[src/rtl/life_row_renderer_if.sv]
// rtl/life_row_renderer_if.sv - board memory read port between renderer and memory arbiter
interface life_row_renderer_if #(
  parameter int AW = 11
);
  logic          rd_en;
  logic [AW-1:0] rd_addr;
  logic          rd_grant;
  logic          rd_data;

  // Renderer side: issues requests, receives grant and one-cycle-late data
  modport master (
    output rd_en,
    output rd_addr,
    input  rd_grant,
    input  rd_data
  );

  // Memory side: arbitrates requests and returns cell values
  modport slave (
    input  rd_en,
    input  rd_addr,
    output rd_grant,
    output rd_data
  );
endinterface

[src/rtl/life_row_renderer.sv]
// rtl/life_row_renderer.sv - prefetches a board row in hblank and renders 8x8 cell icons
module life_row_renderer #(
  parameter int LOG_W       = 6,
  parameter int LOG_H       = 5,
  parameter int FRAME_X0    = 64,
  parameter int FRAME_Y0    = 112,
  parameter int FETCH_START = 640,
  parameter int H_LAST      = 799,
  parameter int V_LAST      = 524
) (
  input  logic                       clk_i,
  input  logic                       reset_i,
  input  logic [9:0]                 hpos_i,
  input  logic [9:0]                 vpos_i,
  input  logic                       display_on_i,
  input  logic                       hsync_i,
  input  logic                       vsync_i,
  life_row_renderer_if.master        rd,
  output logic [1:0]                 r_o,
  output logic [1:0]                 g_o,
  output logic [1:0]                 b_o,
  output logic                       hsync_o,
  output logic                       vsync_o,
  output logic                       line_ready_o,
  output logic                       fetch_miss_o
);

  localparam int NCOL = 1 << LOG_W;

  // Timing constants sized to the 10-bit counters
  localparam logic [9:0] X0 = 10'(FRAME_X0);
  localparam logic [9:0] X1 = 10'(FRAME_X0 + 8 * (1 << LOG_W));
  localparam logic [9:0] Y0 = 10'(FRAME_Y0);
  localparam logic [9:0] Y1 = 10'(FRAME_Y0 + 8 * (1 << LOG_H));
  localparam logic [9:0] FS = 10'(FETCH_START);
  localparam logic [9:0] HL = 10'(H_LAST);
  localparam logic [9:0] VL = 10'(V_LAST);

  typedef enum logic [1:0] {IDLE, FETCH, DRAIN} state_t;

  state_t            state_q, state_d;
  logic [LOG_W-1:0]  col_q, col_d;
  logic [LOG_H-1:0]  row_q, row_d;
  logic [NCOL-1:0]   line_q;
  logic              cap_pend_q, cap_pend_d;
  logic [LOG_W-1:0]  cap_col_q, cap_col_d;
  logic              miss_q, miss_d;
  logic              rd_en_c, line_ready_c;

  logic [9:0]        nv;
  logic              trigger, deadline;

  logic              in_frame, pix_on;
  logic [LOG_W-1:0]  col_px;
  logic [7:0]        icon;
  logic [1:0]        r_d, g_d, b_d;

  // Cell icon: filled disc, one byte per icon row, bit index is the pixel column
  function automatic logic [7:0] icon_row(input logic [2:0] r);
    case (r)
      3'd0:    icon_row = 8'h00;
      3'd1:    icon_row = 8'h3C;
      3'd6:    icon_row = 8'h3C;
      3'd7:    icon_row = 8'h00;
      default: icon_row = 8'h7E;
    endcase
  endfunction

  // Fetch trigger: the line about to be displayed starts a new board row
  always_comb begin
    nv       = (vpos_i == VL) ? 10'd0 : vpos_i + 10'd1;
    trigger  = (hpos_i == FS) && (nv[2:0] == 3'd0) && (nv >= Y0) && (nv < Y1);
    deadline = (hpos_i == HL);
  end

  // Fetch FSM next state, request generation and capture scheduling
  always_comb begin
    state_d      = state_q;
    col_d        = col_q;
    row_d        = row_q;
    miss_d       = miss_q;
    cap_pend_d   = 1'b0;
    cap_col_d    = cap_col_q;
    rd_en_c      = 1'b0;
    line_ready_c = 1'b0;
    case (state_q)
      IDLE: begin
        if (trigger) begin
          state_d = FETCH;
          col_d   = '0;
          row_d   = LOG_H'((nv - Y0) >> 3);
        end
      end
      FETCH: begin
        if (deadline) begin
          miss_d  = 1'b1;
          state_d = IDLE;
        end else begin
          rd_en_c = 1'b1;
          if (rd.rd_grant) begin
            cap_pend_d = 1'b1;
            cap_col_d  = col_q;
            col_d      = col_q + 1'b1;
            if (col_q == '1) state_d = DRAIN;
          end
        end
      end
      DRAIN: begin
        // The final word lands this cycle via the pending capture
        if (deadline) begin
          miss_d = 1'b1;
        end else begin
          line_ready_c = 1'b1;
        end
        state_d = IDLE;
      end
      default: state_d = IDLE;
    endcase
  end

  // Outputs forced low while reset is held so an abort is visible immediately
  always_comb begin
    rd.rd_en     = rd_en_c & ~reset_i;
    rd.rd_addr   = reset_i ? '0 : {row_q, col_q};
    line_ready_o = line_ready_c & ~reset_i;
    fetch_miss_o = miss_d & ~reset_i;
  end

  // FSM and fetch bookkeeping registers
  always_ff @(posedge clk_i) begin
    if (reset_i) begin
      state_q    <= IDLE;
      col_q      <= '0;
      row_q      <= '0;
      miss_q     <= 1'b0;
      cap_pend_q <= 1'b0;
      cap_col_q  <= '0;
    end else begin
      state_q    <= state_d;
      col_q      <= col_d;
      row_q      <= row_d;
      miss_q     <= miss_d;
      cap_pend_q <= cap_pend_d;
      cap_col_q  <= cap_col_d;
    end
  end

  // Line buffer: data for an accepted request arrives one cycle later
  always_ff @(posedge clk_i) begin
    if (reset_i) begin
      line_q <= '0;
    end else if (cap_pend_q) begin
      line_q[cap_col_q] <= rd.rd_data;
    end
  end

  // Pixel colour from the buffered row and the icon ROM
  always_comb begin
    in_frame = display_on_i && (hpos_i >= X0) && (hpos_i < X1) &&
               (vpos_i >= Y0) && (vpos_i < Y1);
    col_px   = LOG_W'((hpos_i - X0) >> 3);
    icon     = icon_row(vpos_i[2:0]);
    pix_on   = line_q[col_px] & icon[hpos_i[2:0]];
    r_d      = 2'b00;
    g_d      = 2'b00;
    b_d      = 2'b00;
    if (in_frame) begin
      r_d = {pix_on, 1'b1};
      g_d = {pix_on, 1'b1};
      b_d = 2'b01;
    end else if (display_on_i) begin
      b_d = 2'b01;
    end
  end

  // Registered colour with syncs delayed by the same one cycle
  always_ff @(posedge clk_i) begin
    if (reset_i) begin
      r_o     <= 2'b00;
      g_o     <= 2'b00;
      b_o     <= 2'b00;
      hsync_o <= 1'b0;
      vsync_o <= 1'b0;
    end else begin
      r_o     <= r_d;
      g_o     <= g_d;
      b_o     <= b_d;
      hsync_o <= hsync_i;
      vsync_o <= vsync_i;
    end
  end

endmodule

[src/flat_wrapper.sv]
// flat-port wrapper written by rule: the top's interface ports become plain ports
module life_row_renderer_flat 
#(
  parameter int LOG_W       = 6,
  parameter int LOG_H       = 5,
  parameter int FRAME_X0    = 64,
  parameter int FRAME_Y0    = 112,
  parameter int FETCH_START = 640,
  parameter int H_LAST      = 799,
  parameter int V_LAST      = 524
)
  (clk_i, reset_i, hpos_i, vpos_i, display_on_i, hsync_i, vsync_i, r_o, g_o, b_o, hsync_o, vsync_o, line_ready_o, fetch_miss_o, rd_rd_en, rd_rd_addr, rd_rd_grant, rd_rd_data);
  life_row_renderer_if rd_i ();
  input  logic clk_i;
  input  logic reset_i;
  input  logic [9:0] hpos_i;
  input  logic [9:0] vpos_i;
  input  logic display_on_i;
  input  logic hsync_i;
  input  logic vsync_i;
  output logic [1:0] r_o;
  output logic [1:0] g_o;
  output logic [1:0] b_o;
  output logic hsync_o;
  output logic vsync_o;
  output logic line_ready_o;
  output logic fetch_miss_o;
  output wire logic [$bits(rd_i.rd_en)-1:0] rd_rd_en;
  output wire logic [$bits(rd_i.rd_addr)-1:0] rd_rd_addr;
  input wire logic [$bits(rd_i.rd_grant)-1:0] rd_rd_grant;
  input wire logic [$bits(rd_i.rd_data)-1:0] rd_rd_data;
  assign rd_rd_en = rd_i.rd_en;
  assign rd_rd_addr = rd_i.rd_addr;
  assign rd_i.rd_grant = rd_rd_grant;
  assign rd_i.rd_data = rd_rd_data;
  life_row_renderer #(.LOG_W(LOG_W), .LOG_H(LOG_H), .FRAME_X0(FRAME_X0), .FRAME_Y0(FRAME_Y0), .FETCH_START(FETCH_START), .H_LAST(H_LAST), .V_LAST(V_LAST)) u_core (.clk_i(clk_i), .reset_i(reset_i), .hpos_i(hpos_i), .vpos_i(vpos_i), .display_on_i(display_on_i), .hsync_i(hsync_i), .vsync_i(vsync_i), .rd(rd_i), .r_o(r_o), .g_o(g_o), .b_o(b_o), .hsync_o(hsync_o), .vsync_o(vsync_o), .line_ready_o(line_ready_o), .fetch_miss_o(fetch_miss_o));
endmodule
[config.mk]
export PLATFORM = sky130hd
export DESIGN_NAME = life_row_renderer_flat
export DESIGN_NICKNAME = d
export VERILOG_FILES = /design/src/rtl/life_row_renderer_if.sv /design/src/rtl/life_row_renderer.sv /design/src/flat_wrapper.sv
export SDC_FILE = /design/constraint.sdc
export NUM_CORES = 1
export LEC_CHECK = 0
export ABC_AREA = 0
export CAP_MARGIN = 20
export CORE_ASPECT_RATIO = 0.5
export CORE_MARGIN = 10
export CORE_UTILIZATION = 57
export CTS_CLUSTER_SIZE = 10
export DETAILED_ROUTE_END_ITERATION = 8
export GPL_TIMING_DRIVEN = 1
export PLACE_DENSITY = 0.8
export SYNTH_ARGS = -nofsm -noshare
export SYNTH_HDL_FRONTEND = slang
export SYNTH_SLANG_ARGS = --single-unit
[constraint.sdc]
create_clock -name clk_i -period 3 [get_ports clk_i]
set_input_delay 0.6 -clock clk_i [delete_from_list [all_inputs] [get_ports clk_i]]
set_output_delay 0.6 -clock clk_i [all_outputs]
set_load 0.005 [all_outputs]
==> results of run 1 <==
## how the worst max path moves through the flow
stage	end	slack, ns	depth (start not counted)
final	rd_rd_en	0.12	6
after global routing	u_core.col_q[5]$_SDFFE_PP0P_	-0.02	12
after detailed placement	u_core.col_q[5]$_SDFFE_PP0P_	-0.34	13
after CTS	u_core.col_q[2]$_SDFFE_PP0P_	0.002	13
after global placement	u_core.r_o[1]$_SDFF_PP0_	-0.41	8
after floorplan	u_core.col_q[2]$_SDFFE_PP0P_	0.23	11
## timing repair
| action | in CTS | in global routing |
|---|---|---|
| resized for setup | 7 | 10 |
| buffers inserted | 0 | 0 |
| endpoints found under the setup margin | 5 | 15 |
## layout make-up
| class | count | area (µm²) | share of cell area [%] |
|---|---|---|---|
| multi-input cells | 460 | 2851 | 47.49 |
| flip-flops and latches | 90 | 1802 | 30.01 |
| repair buffers | 103 | 869.6 | 14.48 |
| clock buffers | 10 | 229.0 | 3.813 |
| well taps | 112 | 140.1 | 2.334 |
| clock inverters | 5 | 56.30 | 0.9377 |
| inverters | 15 | 56.30 | 0.9377 |
## cell usage in the layout, fill, tap and decap left out, types with 3 or more instances in the layout
cell type | synthesis | routed
a211oi_1 | 4 | 4
and3_1 | 7 | 7
clkdlybuf4s50_1 | 0 | 39
nor2b_1 | 14 | 14
or3_1 | 3 | 3
xnor2_1 | 3 | 3
mux2i_1 | 32 | 32
nand2_1 | 118 | 118
nand4_1 | 6 | 6
dfxtp_1 | 90 | 90
nor3_1 | 8 | 8
inv_1 | 15 | 14
xor2_1 | 5 | 5
buf_4 | 4 | 55
nor2_1 | 52 | 51
ha_1 | 13 | 13
o21ai_0 | 12 | 12
nand3_1 | 55 | 55
nand2b_1 | 7 | 7
mux4_2 | 14 | 14
clkbuf_16 | 0 | 9
o221ai_1 | 4 | 4
or4_1 | 5 | 4
nor3b_1 | 3 | 3
a21oi_1 | 63 | 62
## per-stage QoR
stage / cell area [µm²] / TNS [ns] / utilization, % / worst slack [ns]
after floorplan: 4881 / 0 / - / 0.2303
after global placement: 5697 / -3.390 / 69.70 / -0.4063
after detailed placement: 5700 / -4.122 / 69.75 / -0.3398
after CTS: 5987 / 0 / 73.25 / 0.002156
after global routing: 6005 / -0.03037 / 73.47 / -0.02428
final: 6005 / 0 / 73.47 / 0.1175
## sequential cells by signal, indices dropped and copies added, names as in the netlist
signal             count
u_core.state_q         2
u_core.hsync_o         1
u_core.cap_col_q       6
u_core.r_o             2
u_core.b_o             1
u_core.vsync_o         1
u_core.col_q           6
u_core.cap_pend_q      1
u_core.row_q           5
u_core.line_q         64
u_core.miss_q          1
## power breakdown
part | switching (mW) | internal (mW) | total [mW]
clock | 0.475 | 0.640 | 1.12
combinational | 0.115 | 0.101 | 0.217
sequential | 0.000767 | 1.20 | 1.20
total | 0.592 | 1.94 | 2.53
## layer usage
metal  global-route usage [%]  routed length [µm]  vias up
met5                        0                   0        -
met4                    7.732                 225        0
met3                    5.932                1101       23
met2                    33.74                6294      208
met1                    27.70                6013     2247
li1                         -                   -     2257
## cells by family after synthesis
kind of cell,Yosys count
AND/OR/NAND/NOR,289
AO/OA/AOI/OAI,100
flip-flops,90
buffers and inverters,61
multiplexers,48
adder cells (fa/ha/maj),14
XOR/XNOR,8
other,1
## critical path, stage by stage
cell	delay, ns
clkdlybuf4s50_1	0.57
nand2_1	0.08
or4_4	0.57
nand2_1	0.13
nor2_1	0.05
dlygate4sd2_1	0.29
==> metrics.cfg, run 1 <==
[die]
start_util_pct=59.72
io_pins=49
fp.dieH_um=85.44
rows=23
design.core.area_mm2=0.008173
die-area_mm2=0.01289
die_w_um=150.9

[setup_path]
end_kind=output pin
cp-startpoint=hpos_i[3]
reg2reg_slack_ns=0.86
reg2reg_depth=4
worst-path-max-fanout=4
r2r_start=u_core.line_q[24]$_SDFFE_PP0P_
worstPathArrival_ns=2.28
r2r-end=u_core.r_o[1]$_SDFF_PP0_
cp-start-kind=input pin
criticalPathCategory=input pin to output pin
required_ns=2.40

[yosys]
synthAdderAreaFrac_pct=3.538
synth_top_area_cell=dfxtp_1
synthMuxAreaShare_pct=13.77
synth-seq-cells=90
synth_top_cell_area_share_pct=36.91
async_flop_share_pct=0
syn_avg_cell_area_um2=7.988
netlist_top_cells_area=dfxtp_1 (37%), nand2_1 (9.1%), mux2i_1 (6.6%)
synth.distinct_cells=52
syn_inst=611
synthXorXnorAreaFrac_pct=1.436
synth_common_cells=nand2_1 (118), dfxtp_1 (90), a21oi_1 (63)
yosysMostFrequentCell=nand2_1
syn-cell-area_mm2=0.004881
synth_top_family_by_area=simple AND/OR/NAND/NOR gates
synth.net_count=651
synthFlopType=dfxtp_1
ys_seq_area_share_pct=36.91
ys_warn_count=0
synth_edf_count=0
synthSimpleGateAreaFrac_pct=27.35
synth_compound_gate_area_share_pct=11.71

[cells_and_area]
area_growth_pct=23.02
nNetsFinal=719
final_cells=795
antenna_cells=0
fillers=633
drive_above_1_share_pct=14.79

[placed_design]
numPortBuffers=47
gp_congestion=0.8808
hpwl_um=9266
dp.cells=780

[global_route]
grt.total_usage_pct=21.49
globalRouteOverflowTotal=0
antenna_found_initial=0
grt_start_max_net_pins=71
grt_pass1_vias=4596
grt_pass1_wl_um=22620

[timing]
worst_pin_slew_ns=0.8670
skew_ns=0.006412
hold_violations=0
slew_headroom_pct=41.99
setup_viol=0
whs_ns=0.4548
period_minus_slack_ns=2.882
fin_crit_sh_pct=96.08
clock.fmax_mhz=346.9
drv_slew=0

[pwr]
p_leak_nw=2.285
power.total_mw=2.530
p_per_area_mw_per_mm2=421.3
irDropWorstVdd_uv=324.9

[detailed_routing]
drt_first_pass_iters=5
postRouteAntennaNets=0
wl_um=13630
vias_per_cell=5.956
avgRoutedWirePerCell_um=17.15
vias=4735
drt_iter0_markers=540
drc_errors=0

[clock_tree]
clock_sinks=90
cts_buffer_depth=2
path_clk_slew_ns=0.06
clk_latency_ns=0.35
htreeDepth=3
root_buffer=clkbuf_16
cts_hold_buf=0
cts_made_buffers=9
cts_tree=done

[worst_hold_path]
hp-class=flip-flop to flip-flop
worstHoldEndpoint=u_core.line_q[43]$_SDFFE_PP0P_
hold_depth=2
hp-start=u_core.line_q[43]$_SDFFE_PP0P_

[run]
max-cap-violations=0

[run_status]
status=complete, no violations

No activity file was read; power rests on OpenSTA's default activity.
==> run 2, diff against run 1 <==
- CORE_UTILIZATION: 57 -> 29
- GPL_ROUTABILITY_DRIVEN: default -> 0
- GPL_TIMING_DRIVEN: 1 -> 0
- PLACE_DENSITY: 0.8 -> default
==> run 2 against run 1 <==
  * Fmax is 2.4% lower
  * Worst hold slack hardly changed
  * Power is 0.51% higher
  * Clock skew is 0.0037 ns higher
  * Critical path depth is 1 higher
  * Critical path type unchanged
==> metrics.cfg, run 2 (synthesis results as in run 1) <==
[clock_tree]
root_buffer=clkbuf_16
cts_hold_buf=0  ; unchanged
cts_made_buffers=9  ; unchanged
clock_sinks=90  ; unchanged
clk_latency_ns=0.35  ; about the same
cts_buffer_depth=2  ; unchanged
htreeDepth=3  ; unchanged
path_clk_slew_ns=0.06  ; about the same
cts_tree=done

[timing]
hold_violations=0  ; unchanged
rsz0062_at_grt=true
clock.fmax_mhz=338.8  ; -2.4%
skew_ns=0.01016  ; +0.003750 ns
setup_viol=0  ; unchanged
drv_slew=0  ; unchanged
fin_crit_sh_pct=98.40  ; +2.3 points
slew_headroom_pct=40.23  ; -1.8 points
layout_setup_ws_ns=0.04802  ; -0.06952 ns
period_minus_slack_ns=2.952  ; +0.06952 ns
whs_ns=0.4548  ; -0.00003500 ns
worst_pin_slew_ns=0.8897  ; +0.02276 ns

[worst_hold_path]
hp-start=u_core.row_q[0]$_SDFFE_PP0P_
hp-class=flip-flop to flip-flop
hold_depth=2  ; unchanged
worstHoldEndpoint=u_core.row_q[0]$_SDFFE_PP0P_

[placed_design]
hpwl_um=10660  ; +15%
numPortBuffers=44  ; -6.4%
place_ws_ns=-0.8314  ; -0.4916 ns
place_area_mm2=0.005610  ; -1.6%

[setup_path]
cp.depth=7  ; +1
critPathMostFrequentCell=nand2_1
reg2reg_depth=7  ; +3
slowest_delay_ns=0.57  ; about the same
cp_slowest_cell=or4_4
worstPathArrival_ns=2.35  ; +0.07 ns
cp-start-kind=input pin
criticalPathCategory=input pin to output pin
worst-path-max-fanout=3  ; -1
r2r_start=u_core.cap_col_q[0]$_SDFFE_PP0P_
required_ns=2.40  ; about the same
r2r-end=u_core.line_q[1]$_SDFFE_PP0P_
cp-startpoint=hpos_i[2]
reg2reg_slack_ns=0.76  ; -0.10 ns
crit_buf_inv=3  ; +1
end_kind=output pin
critical_path.cell_chain=clkdlybuf4s50_1 > nand2_1 > or4_4 > buf_4 > nand2_1 > nor2_1 > dlygate4sd2_1
critical-path-top-delay-family=buffers and inverters

[cells_and_area]
layout_commonest_cell=nand2_1
top_register=u_core.line_q
reg_top3=u_core.line_q: 64 flops, u_core.cap_col_q: 6 flops, u_core.col_q: 6 flops
fin_area_mm2=0.006032  ; +0.46%
utilization_pct=36.71  ; -37 points
final_cell_mix=nand2_1 (118), dfxtp_1 (90), a21oi_1 (62), nand3_1 (55), nor2_1 (50)
drive_above_1_share_pct=10.07  ; -4.7 points
area_growth_pct=23.58
nNetsFinal=711  ; -1.1%
largest_reg_flops=64  ; unchanged
antenna_cells=0  ; unchanged

[die]
start_util_pct=29.70  ; -30 points
die-area_mm2=0.02273  ; +76%
rows=33  ; +43%
die_w_um=203.5  ; +35%
design.core.area_mm2=0.01643  ; +100%
fp.dieH_um=111.7  ; +31%
io_pins=49  ; unchanged

[run_status]
status=complete, no violations

[pwr]
irDropWorstVdd_uv=265.2  ; -18%
p_leak_nw=2.160  ; -5.5%
p_per_area_mw_per_mm2=421.5  ; about the same
power.total_mw=2.542  ; +0.51%

[global_route]
antenna_found_initial=0  ; unchanged
grt_pass1_vias=4436  ; -3.5%
grt_start_max_net_pins=16  ; -77%
globalRouteOverflowTotal=0  ; unchanged
grt_pass1_wl_um=24460  ; +8.1%
grt.total_usage_pct=13.32  ; -8.2 points

[detailed_routing]
vias=4631  ; -2.2%
avgRoutedWirePerCell_um=16.71  ; -2.6%
drt_first_pass_iters=5  ; unchanged
drt_iter0_markers=330  ; -39%
drc_errors=0  ; unchanged
postRouteAntennaNets=0  ; unchanged
vias_per_cell=5.134  ; -14%
wl_um=15070  ; +11%

[run]
max-cap-violations=0  ; unchanged

[run 2: cell count changes in the layout (fill, tap and decap cells not counted), moves of 3 or more]
cell,before,now
buf_4,55,9
dlymetal6s2s_1,2,5
clkdlybuf4s50_1,39,31
clkbuf_1,1,33
buf_2,2,5
dlygate4sd2_1,2,5
[run 2: cell type report]
cell class | instances | area (µm²)
clock buffers | 9 | 225.2
plain buffers | 46 | 209.0
flip-flops and latches | 90 | 1802
fillers | 1743 | 10400
inverters | 15 | 58.81
clock inverters | 6 | 67.56
well taps | 227 | 284.0
repair buffers | 48 | 471.7
multi-input cells | 461 | 2914
[run 2: power breakdown]
group          switching (mW)  total [mW]  internal (mW)  leakage [nW]
clock network           0.499        1.14          0.644         0.138
registers            0.000723        1.20           1.20         0.725
logic                   0.123       0.202         0.0794          1.30
total                   0.623        2.54           1.92          2.16
[run 2: timing repair]
action / in CTS / in global routing
gates resized for setup: 32 / 17
setup endpoints to repair: 21 / 21
gates cloned: 1 / 0
pin swaps: 3 / 0
setup buffers: 3 / 0
[run 2: metrics by stage]
stage            TNS, ns  cells
3_3_place_gp      -11.39    882
4_1_cts        -0.009540    902
6_report               0    902
2_1_floorplan          0    611
5_1_grt         -0.03111    902
3_5_place_dp      -11.87    883
[run 2: metal layers]
metal  global-route usage (%)  wire (µm)
met5                        0          0
met4                    4.595        290
met3                    2.894        826
met2                    20.20       6909
met1                    18.24       7045
[run 2: worst max path at each step]
stage / to
finish: rd_rd_en
global route: u_core.col_q[4]$_SDFFE_PP0P_
CTS: rd_rd_en
detailed placement: fetch_miss_o
global placement: fetch_miss_o
floorplan: u_core.col_q[2]$_SDFFE_PP0P_
[run 2: worst min-delay path, stage by stage, from the launching register on]
cell and delay, ns:
dfxtp_1 0.31, nand2_1 0.05, a21oi_1 0.05
==> run 3, diff against run 2 <==
- MAX_ROUTING_LAYER: default -> met4
==> run 3 against run 2 <==
  * Register-to-register slack barely moved
  * Die area did not move
  * Via count fell by 0.22%
  * Sequential share of layout area did not move
  * Largest cell class unchanged
  * Power rose by 0.28%
  * Worst hold slack improved by 0.00055 ns
  * Critical path depth did not move
  * Flip-flop and latch count did not move
  * Worst setup slack got worse by 0.00099 ns
  * Combinational power barely moved
  * Routed wire length rose by 0.50%
  * Global-route usage rose by 0.39 points
==> metrics.cfg, run 3 (synthesis results as in run 1) <==
[die]
die-area_mm2=0.02273  ; unchanged
io_pins=49  ; unchanged
design.core.area_mm2=0.01643  ; unchanged
start_util_pct=29.70  ; unchanged
die_w_um=203.5  ; unchanged
rows=33  ; unchanged
fp.dieH_um=111.7  ; unchanged

[timing]
hold_violations=0  ; unchanged
setup_viol=0  ; unchanged
fin_crit_sh_pct=98.43  ; about the same
clock.fmax_mhz=338.6  ; about the same
drv_slew=0  ; unchanged
period_minus_slack_ns=2.953  ; +0.0009947 ns
skew_ns=0.01024  ; +0.00008210 ns
worst_pin_slew_ns=0.8987  ; +0.009024 ns
rsz0062_at_grt=true
whs_ns=0.4553  ; +0.0005490 ns
slew_headroom_pct=39.86  ; -0.37 points

[clock_tree]
cts_tree=done
cts_buffer_depth=2  ; unchanged
htreeDepth=3  ; unchanged
path_clk_slew_ns=0.06  ; about the same
clock_sinks=90  ; unchanged
clk_latency_ns=0.36  ; about the same
cts_made_buffers=9  ; unchanged
root_buffer=clkbuf_16

[cells_and_area]
drive_above_1_share_pct=10.07  ; unchanged
nNetsFinal=711  ; unchanged
antenna_cells=0  ; unchanged
multi_input_area_mm2=0.002914  ; unchanged
largest_reg_flops=64  ; unchanged
final_cells=902  ; unchanged
area_growth_pct=23.58  ; unchanged
fin_area_mm2=0.006032  ; unchanged
final_cell_mix=nand2_1 (118), dfxtp_1 (90), a21oi_1 (62), nand3_1 (55), nor2_1 (50)
utilization_pct=36.71  ; unchanged
ff_latch_area_mm2=0.001802  ; unchanged
reg_top3=u_core.line_q: 64 flops, u_core.cap_col_q: 6 flops, u_core.col_q: 6 flops
fillers=1743  ; unchanged
layout_commonest_cell=nand2_1
top_register=u_core.line_q

[pwr]
irDropWorstVdd_uv=269.9  ; +1.7%
p_per_area_mw_per_mm2=422.7  ; +0.28%
p_leak_nw=2.160  ; unchanged

[global_route]
grt_pass1_wl_um=24440  ; about the same
globalRouteOverflowTotal=0  ; unchanged
antenna_found_initial=0  ; unchanged
grt_pass1_vias=4438  ; +0.045%
grt.total_usage_pct=13.71  ; +0.39 points
grt_start_max_net_pins=16  ; unchanged

[placed_design]
hpwl_um=10660  ; unchanged
place_area_mm2=0.005610  ; unchanged
numPortBuffers=44  ; unchanged
dp.cells=883  ; unchanged

[setup_path]
required_ns=2.40  ; about the same
criticalPathCategory=input pin to output pin
worst-path-max-fanout=3  ; unchanged
end_kind=output pin
worstPathArrival_ns=2.35  ; about the same
cp-start-kind=input pin

[detailed_routing]
vias_per_cell=5.123  ; -0.22%
postRouteAntennaNets=0  ; unchanged
avgRoutedWirePerCell_um=16.79  ; +0.50%
wl_met1_um=7312  ; +3.8%
dr_wl_met3_um=612  ; -26%
drt_first_pass_iters=5  ; unchanged
vias=4621  ; -0.22%
drt_iter0_markers=359  ; +8.8%
drc_errors=0  ; unchanged
wl_um=15150  ; +0.50%
dr.max_layer_used=met4
wl_met2_um=6897  ; -0.17%

[run_status]
status=complete, no violations

[run]
max-cap-violations=0  ; unchanged

[worst_hold_path]
hp-class=flip-flop to flip-flop

run 3: cell counts in the layout (fill, tap and decap cells not counted):
Identical to the previous run, type by type.
run 3: stage by stage:
stage          power, mW    TNS, ns  setup slack [ns]
2_1_floorplan      1.325          0            0.2303
3_3_place_gp       1.414     -11.39           -0.8310
3_5_place_dp       1.416     -11.87           -0.8314
4_1_cts            2.564  -0.009540         -0.009540
5_1_grt            2.618   -0.03303          -0.03303
6_report           2.550          0           0.04703
run 3: repair_timing:
item,in CTS,in global routing
setup buffers,3,0
resized for setup,32,17
gates cloned,1,0
endpoints found under the setup margin,21,20
hold buffers,0,0
pin swaps,3,0
run 3: cell type report:
cell class / count / share of cell area [%]
Sequential cell: 90 / 29.87
Clock buffer: 9 / 3.734
Clock inverter: 6 / 1.120
Buffer: 46 / 3.464
Multi-Input combinational cell: 461 / 48.31
Timing Repair Buffer: 48 / 7.820
Inverter: 15 / 0.9749
Tap cell: 227 / 4.709
run 3: path summary, 6_finish.rpt:
path / startpoint / endpoint / slack, ns / cells past startpoint
worst max-delay path: hpos_i[2] / rd_rd_en / 0.05 / 7
worst min-delay path: u_core.row_q[0]$_SDFFE_PP0P_ / u_core.row_q[0]$_SDFFE_PP0P_ / 0.46 / 2
worst max register to register: u_core.cap_col_q[3]$_SDFFE_PP0P_ / u_core.line_q[15]$_SDFFE_PP0P_ / 0.77 / 6
worst min register to register: u_core.row_q[0]$_SDFFE_PP0P_ / u_core.row_q[0]$_SDFFE_PP0P_ / 0.46 / 2
run 3: report_power, final:
group | total, mW | leakage [nW] | internal (mW) | switching (mW)
sequential | 1.20 | 0.725 | 1.20 | 0.000724
clock | 1.15 | 0.138 | 0.644 | 0.505
combinational | 0.203 | 1.30 | 0.0794 | 0.124
total | 2.55 | 2.16 | 1.92 | 0.630
run 3: worst max-delay path: stages:
cell             delay, ns
clkdlybuf4s50_1       0.49
nand2_1               0.08
or4_4                 0.58
buf_4                 0.17
nand2_1               0.10
nor2_1                0.06
dlygate4sd2_1         0.26
run 3: per-layer routing:
metal | up-vias | track usage, %
met3 | 27 | 2.025
met2 | 134 | 20.25
met5 | - | -
li1 | 2247 | -
met4 | 0 | 5.336
met1 | 2213 | 18.45
==> edit 1, RTL diff (flow settings as in run 3) <==
The 3 states of `state_t` get a one-hot encoding in 3 bits.
--- a/src/rtl/life_row_renderer.sv
+++ b/src/rtl/life_row_renderer.sv
@@ -37,5 +37,5 @@
   localparam logic [9:0] VL = 10'(V_LAST);
 
-  typedef enum logic [1:0] {IDLE, FETCH, DRAIN} state_t;
+  typedef enum logic [2:0] {IDLE = 3'b001, FETCH = 3'b010, DRAIN = 3'b100} state_t;
 
   state_t            state_q, state_d;
Check against the original RTL: same outputs for any inputs over 4 cycles, from zero or initial values and one cycle with reset_i high; so few cycles prove little.
==> edit 1 against run 3 <==
Cell area up 0.87%. Synthesized area up 1.1%. Clock power down 4%. Sequential cell count up 1. Combinational power up 12%. Routed wire length up 4.3%. Non-clock buffer count up 7. Critical endpoint is now rd_rd_addr[3]. Total power down 0.65%. Worst hold slack about the same. Worst setup slack better by 0.039 ns.
==> edit 1: results (changes against run 3) <==
* Sequential element share of the synthesized area at 0.369 (about the same)
* Largest cells by area after synthesis: dfxtp_1, a21oi_1, nand3_1 (was dfxtp_1, nand2_1, mux2i_1)
* Worst setup slack after placement at -0.994 ns (was -0.831 ns)
* DRT Wirelength at 15.8 mm (was 15.1 mm)
* Fillers at 1700 (was 1743)
* Gr usage total at 0.137 (about the same)
* Met1 Resource Use GR at 0.184 (about the same)
* Syn_area_per_cell at 8.05 sq um (was 7.99 sq um)
* Leakage at 2.01 nW (was 2.16 nW)
* Dpl hpwl at 11.0 mm (was 10.7 mm)
* Pin count of the biggest net entering global routing at 14 (was 16)
* # port buffers at 38 (was 44)
* TritonCTS Buffers at 9 (unchanged)
* Skew final at 0.00939 ns (was 0.0102 ns)
* M3 GR Usage at 0.0241 (was 0.0203)
* Share of post-route cells with drive strength above 1 at 0.131 (was 0.101)
* Syn nets at 650 (was 651)
* DR vias/cell at 5.27 (was 5.12)
* Drt wl/cell at 17.4 microns (was 16.8 microns)
* Crit path max fanout at 10 (was 3)
* Largest regs: u_core.line_q: 64 flops, u_core.cap_col_q: 6 flops, u_core.col_q: 6 flops (unchanged)
* Worst slew pin tran at 1.23 ns (was 0.899 ns)
* Arr. time, crit path at 2.31 ns (was 2.35 ns)
* Iter 0 DRT Violations at 401 (was 359)
* Fin nets at 714 (was 711)
* Placed cells at 880 (was 883)
* First-pass GRT wire length at 24.6 mm (was 24.4 mm)
* HP Class: register to register (unchanged)
* Vias in the first global route at 4488 (was 4438)
* Peak VDD IR at 339 uV (was 270 uV)
* Met2 usage at 0.207 (was 0.202)
* Outcome: completed (unchanged)
* Cell variety after synth at 56 (was 52)
edit 1: changes by cell type after synthesis, sizes merged, moves of 9 or more:
cell / before / now
a21oi: 63 / 81
mux2i: 32 / 23
nand2: 118 / 76
nand3: 55 / 70
nor2: 53 / 31
o21ai: 14 / 43
edit 1: layer usage:
| metal | share of wire | vias up |
|---|---|---|
| met1 | 0.47 | 2268 |
| met5 | 0 | - |
| li1 | - | 2311 |
| met2 | 0.45 | 161 |
| met3 | 0.066 | 32 |
| met4 | 0.019 | 0 |
edit 1: per-stage QoR:
| stage | util | cell area, sq um |
|---|---|---|
| after CTS | 0.366 | 6040 |
| final | 0.368 | 6080 |
| after floorplan | - | 4940 |
| after global placement | 0.340 | 5610 |
| after detailed placement | 0.340 | 5620 |
| after global routing | 0.368 | 6080 |
edit 1: worst paths after layout:
kind | cells after the start | slack, ns | to | from
hold reg to reg | 2 | 0.46 | u_core.line_q[36]$_SDFFE_PP0P_ | u_core.line_q[36]$_SDFFE_PP0P_
setup reg to reg | 5 | 0.79 | u_core.line_q[22]$_SDFFE_PP0P_ | u_core.cap_col_q[4]$_SDFFE_PP0P_
setup / recovery | 5 | 0.09 | rd_rd_addr[3] | reset_i
hold / removal | 2 | 0.46 | u_core.line_q[36]$_SDFFE_PP0P_ | u_core.line_q[36]$_SDFFE_PP0P_
edit 1: cell families (layout without fill, tap and decap cells):
group	count (synthesis)	in the layout	synth area share
buf+inv	55	121	0.0505
simple gates	256	256	0.264
mux	33	33	0.0878
compound gates	153	153	0.178
other cells	1	1	0.000760
fa+ha+maj	11	11	0.0274
flops	91	91	0.369
xor+xnor	13	13	0.0231
edit 1: critical path, stage by stage:
cell and delay [ns]:
clkbuf_1 0.46, buf_2 0.42, buf_2 0.31, nor2_1 0.07, clkdlybuf4s50_1 0.45
edit 1: what timing repair did:
item | in CTS | in global routing
setup buffers | 11 | 1
resized for setup | 39 | 26
hold endpoints to repair | 0 | 0
pin swaps | 7 | 8
gates cloned | 1 | 0
setup endpoints to repair | 21 | 15
edit 1: layout make-up:
class,instances,area [sq um],area share
Buffer,48,236,0.0389
Clock buffer,10,229,0.0376
Clock inverter,3,42.5,0.00699
Inverter,7,36.3,0.00596
Multi-Input combinational cell,467,2960,0.487
Sequential cell,91,1820,0.299
Tap cell,227,284,0.0467
Timing Repair Buffer,53,473,0.0777
edit 1: power breakdown:
group	switching [mW]	internal, mW	total, mW	leakage (nW)
logic	0.138	0.0892	0.227	1.15
registers	0.000663	1.21	1.21	0.733
clock network	0.465	0.631	1.10	0.130
total	0.603	1.93	2.53	2.01
==> edit 2, RTL diff (flow settings as in run 3) <==
Without the edit above. `FRAME_Y0` is set to 112 in 2 places; all go to 84.
--- a/src/rtl/life_row_renderer.sv
+++ b/src/rtl/life_row_renderer.sv
@@ -4,5 +4,5 @@
   parameter int LOG_H       = 5,
   parameter int FRAME_X0    = 64,
-  parameter int FRAME_Y0    = 112,
+  parameter int FRAME_Y0    = 84,
   parameter int FETCH_START = 640,
   parameter int H_LAST      = 799,
--- a/src/flat_wrapper.sv
+++ b/src/flat_wrapper.sv
@@ -5,5 +5,5 @@
   parameter int LOG_H       = 5,
   parameter int FRAME_X0    = 64,
-  parameter int FRAME_Y0    = 112,
+  parameter int FRAME_Y0    = 84,
   parameter int FETCH_START = 640,
   parameter int H_LAST      = 799,
Formal check against the unedited RTL: not equivalent (Yosys sat finds a counterexample within 4 cycles, from zero or initial values and one cycle with reset_i high).
==> edit 2 against run 3 <==
The flow now finishes with violations (negative setup slack). Clock skew shrank 0.0025 ns. Sequential cell count is the same. Cell area grew 6.8%. Worst setup slack lost 0.11 ns. Register-to-register slack lost 0.21 ns. Synthesized area grew 5.5%. Total power grew 5.8%. Core utilization grew 0.31 points. Routed wire length grew 0.88%. Largest cell class unchanged. Highest routed layer unchanged.
==> edit 2: results (changes against run 3) <==
* Rel. slew slack at 0.330 (was 0.399)
* First-pass GRT wire length at 24.8 mm (was 24.4 mm)
* Final WS setup at -0.0624 ns (was 0.0470 ns)
* Iter 0 DRT Violations at 350 (was 359)
* Failing checks: negative setup slack
* R2r setup slk at 0.56 ns (was 0.77 ns)
* Placed cells at 937 (was 883)
* DR vias at 4918 (was 4621)
* Vias in the first global route at 4694 (was 4438)
* Syn nets at 703 (was 651)
* Post-synth top cells: nand2_1, dfxtp_1, a21oi_1 (unchanged)
* DR vias/cell at 5.09 (was 5.12)
* Dpl hpwl at 11.0 mm (was 10.7 mm)
* Gr usage total at 0.132 (was 0.137)
* Met1 Resource Use GR at 0.166 (was 0.184)
* Peak per-stage delay on the critical path at 0.46 ns (was 0.58 ns)
* Post-Synth XOR/XNOR Area at 0.0187 (was 0.0144)
* Mapped Cells at 662 (was 611)
* DRT Wirelength at 15.3 mm (was 15.1 mm)
* Sequential element share of the synthesized area at 0.350 (was 0.369)
* Share of post-route cells with drive strength above 1 at 0.115 (was 0.101)
* Cell variety after synth at 53 (was 52)
* Leakage at 2.20 nW (was 2.16 nW)
* Hold endpoint: u_core.line_q[18]$_SDFFE_PP0P_ (was u_core.row_q[0]$_SDFFE_PP0P_)
* # port buffers at 41 (was 44)
* Initial antenna violation count at 1 (was 0)
* Worst setup slack after placement at -1.15 ns (was -0.831 ns)
* CP top delay family: simple AND/OR/NAND/NOR gates (was buffers and inverters)
* Arr. time, crit path at 3.30 ns (was 2.35 ns)
* DR pass1 iterations at 7 (was 5)
* Post-synthesis compound-gate area fraction at 0.139 (was 0.117)
* Largest cells by area after synthesis: dfxtp_1, nand2_1, a21oi_1 (was dfxtp_1, nand2_1, mux2i_1)
* Slowest cell on the critical path: or4b_4 (was or4_4)
* Multiplexer share of the synthesized area at 0.110 (was 0.138)
* Crit path max fanout at 5 (was 3)
* Outcome: finished with violations (was completed)
* Skew final at 0.00779 ns (was 0.0102 ns)
* Setup-failing EPs final at 7 (was 0)
* Setup TNS at -0.198 ns (was 0 ns)
* R2R Path End: u_core.line_q[60]$_SDFFE_PP0P_ (was u_core.line_q[15]$_SDFFE_PP0P_)
## edit 2: changes by cell type after synthesis, sizes merged, moves of 5 or more
| cell | before | now |
|---|---|---|
| nand2 | 118 | 132 |
| a21oi | 63 | 71 |
| nand3 | 55 | 63 |
| buf | 9 | 15 |
| mux4 | 15 | 9 |
| nand4 | 7 | 1 |
| xnor2 | 3 | 9 |
| nand3b | 0 | 5 |
| nor2 | 53 | 48 |
## edit 2: worst max-delay path by stage
stage / cells after the start / from / end / slack [ns]
3_3_place_gp: 12 / vpos_i[0] / u_core.row_q[1]$_SDFFE_PP0P_ / -1.11
5_1_grt: 13 / vpos_i[0] / u_core.row_q[2]$_SDFFE_PP0P_ / -0.18
4_1_cts: 12 / vpos_i[0] / u_core.row_q[2]$_SDFFE_PP0P_ / 0.003
2_1_floorplan: 10 / vpos_i[7] / u_core.row_q[1]$_SDFFE_PP0P_ / -0.22
6_report: 13 / vpos_i[0] / u_core.row_q[2]$_SDFFE_PP0P_ / -0.06
3_5_place_dp: 12 / vpos_i[0] / u_core.row_q[2]$_SDFFE_PP0P_ / -1.15
## edit 2: worst register-to-register path, delay by kind of cell, from the launching register on
family	cells	cell delay [ns]
buffers and inverters	2	0.86
flip-flops	1	0.33
AO/OA/AOI/OAI	1	0.16
AND/OR/NAND/NOR	3	1.03
## edit 2: repair_timing
action,4_1_cts,5_1_grt
hold buffers,0,0
resized for setup,32,24
pin swaps,5,8
buffers inserted,6,8
endpoints found under the setup margin,23,14
## edit 2: stage by stage
| step | instance area (sq um) | hold slack [ns] | util |
|---|---|---|---|
| after global routing | 6440 | 0.473 | 0.370 |
| after global placement | 5910 | 0.437 | 0.340 |
| after CTS | 6300 | 0.455 | 0.362 |
| final | 6440 | 0.455 | 0.370 |
| after floorplan | 5210 | 0.424 | - |
| after detailed placement | 5910 | 0.439 | 0.340 |
## edit 2: cells by family after synthesis
family	count (synthesis)
adder cells (fa/ha/maj)	14
buffers and inverters	68
AND/OR/NAND/NOR	314
XOR/XNOR	11
multiplexers	45
AO/OA/AOI/OAI	119
other	1
flip-flops	90
## edit 2: power breakdown
part,internal [mW],leakage (nW),switching [mW],total (mW)
registers,1.20,0.725,0.000732,1.20
logic,0.113,1.32,0.149,0.262
clock network,0.772,0.156,0.467,1.24
total,2.08,2.20,0.616,2.70
## edit 2: area by class of cell
type                    count  area (sq um)  area share
repair buffers             55           526      0.0816
multi-input cells         504          3160       0.490
diodes                      1          2.50    0.000389
well taps                 234           293      0.0455
inverters                  12          72.6      0.0113
plain buffers              55           267      0.0414
clock inverters             2          60.1     0.00932
clock buffers              13           260      0.0404
flip-flops and latches     90          1800       0.280
## edit 2: per-layer routing
metal / routed length, microns / share of wire
met5: 0 / 0
met4: 262 / 0.017
met3: 892 / 0.058
met2: 6920 / 0.45
met1: 7210 / 0.47
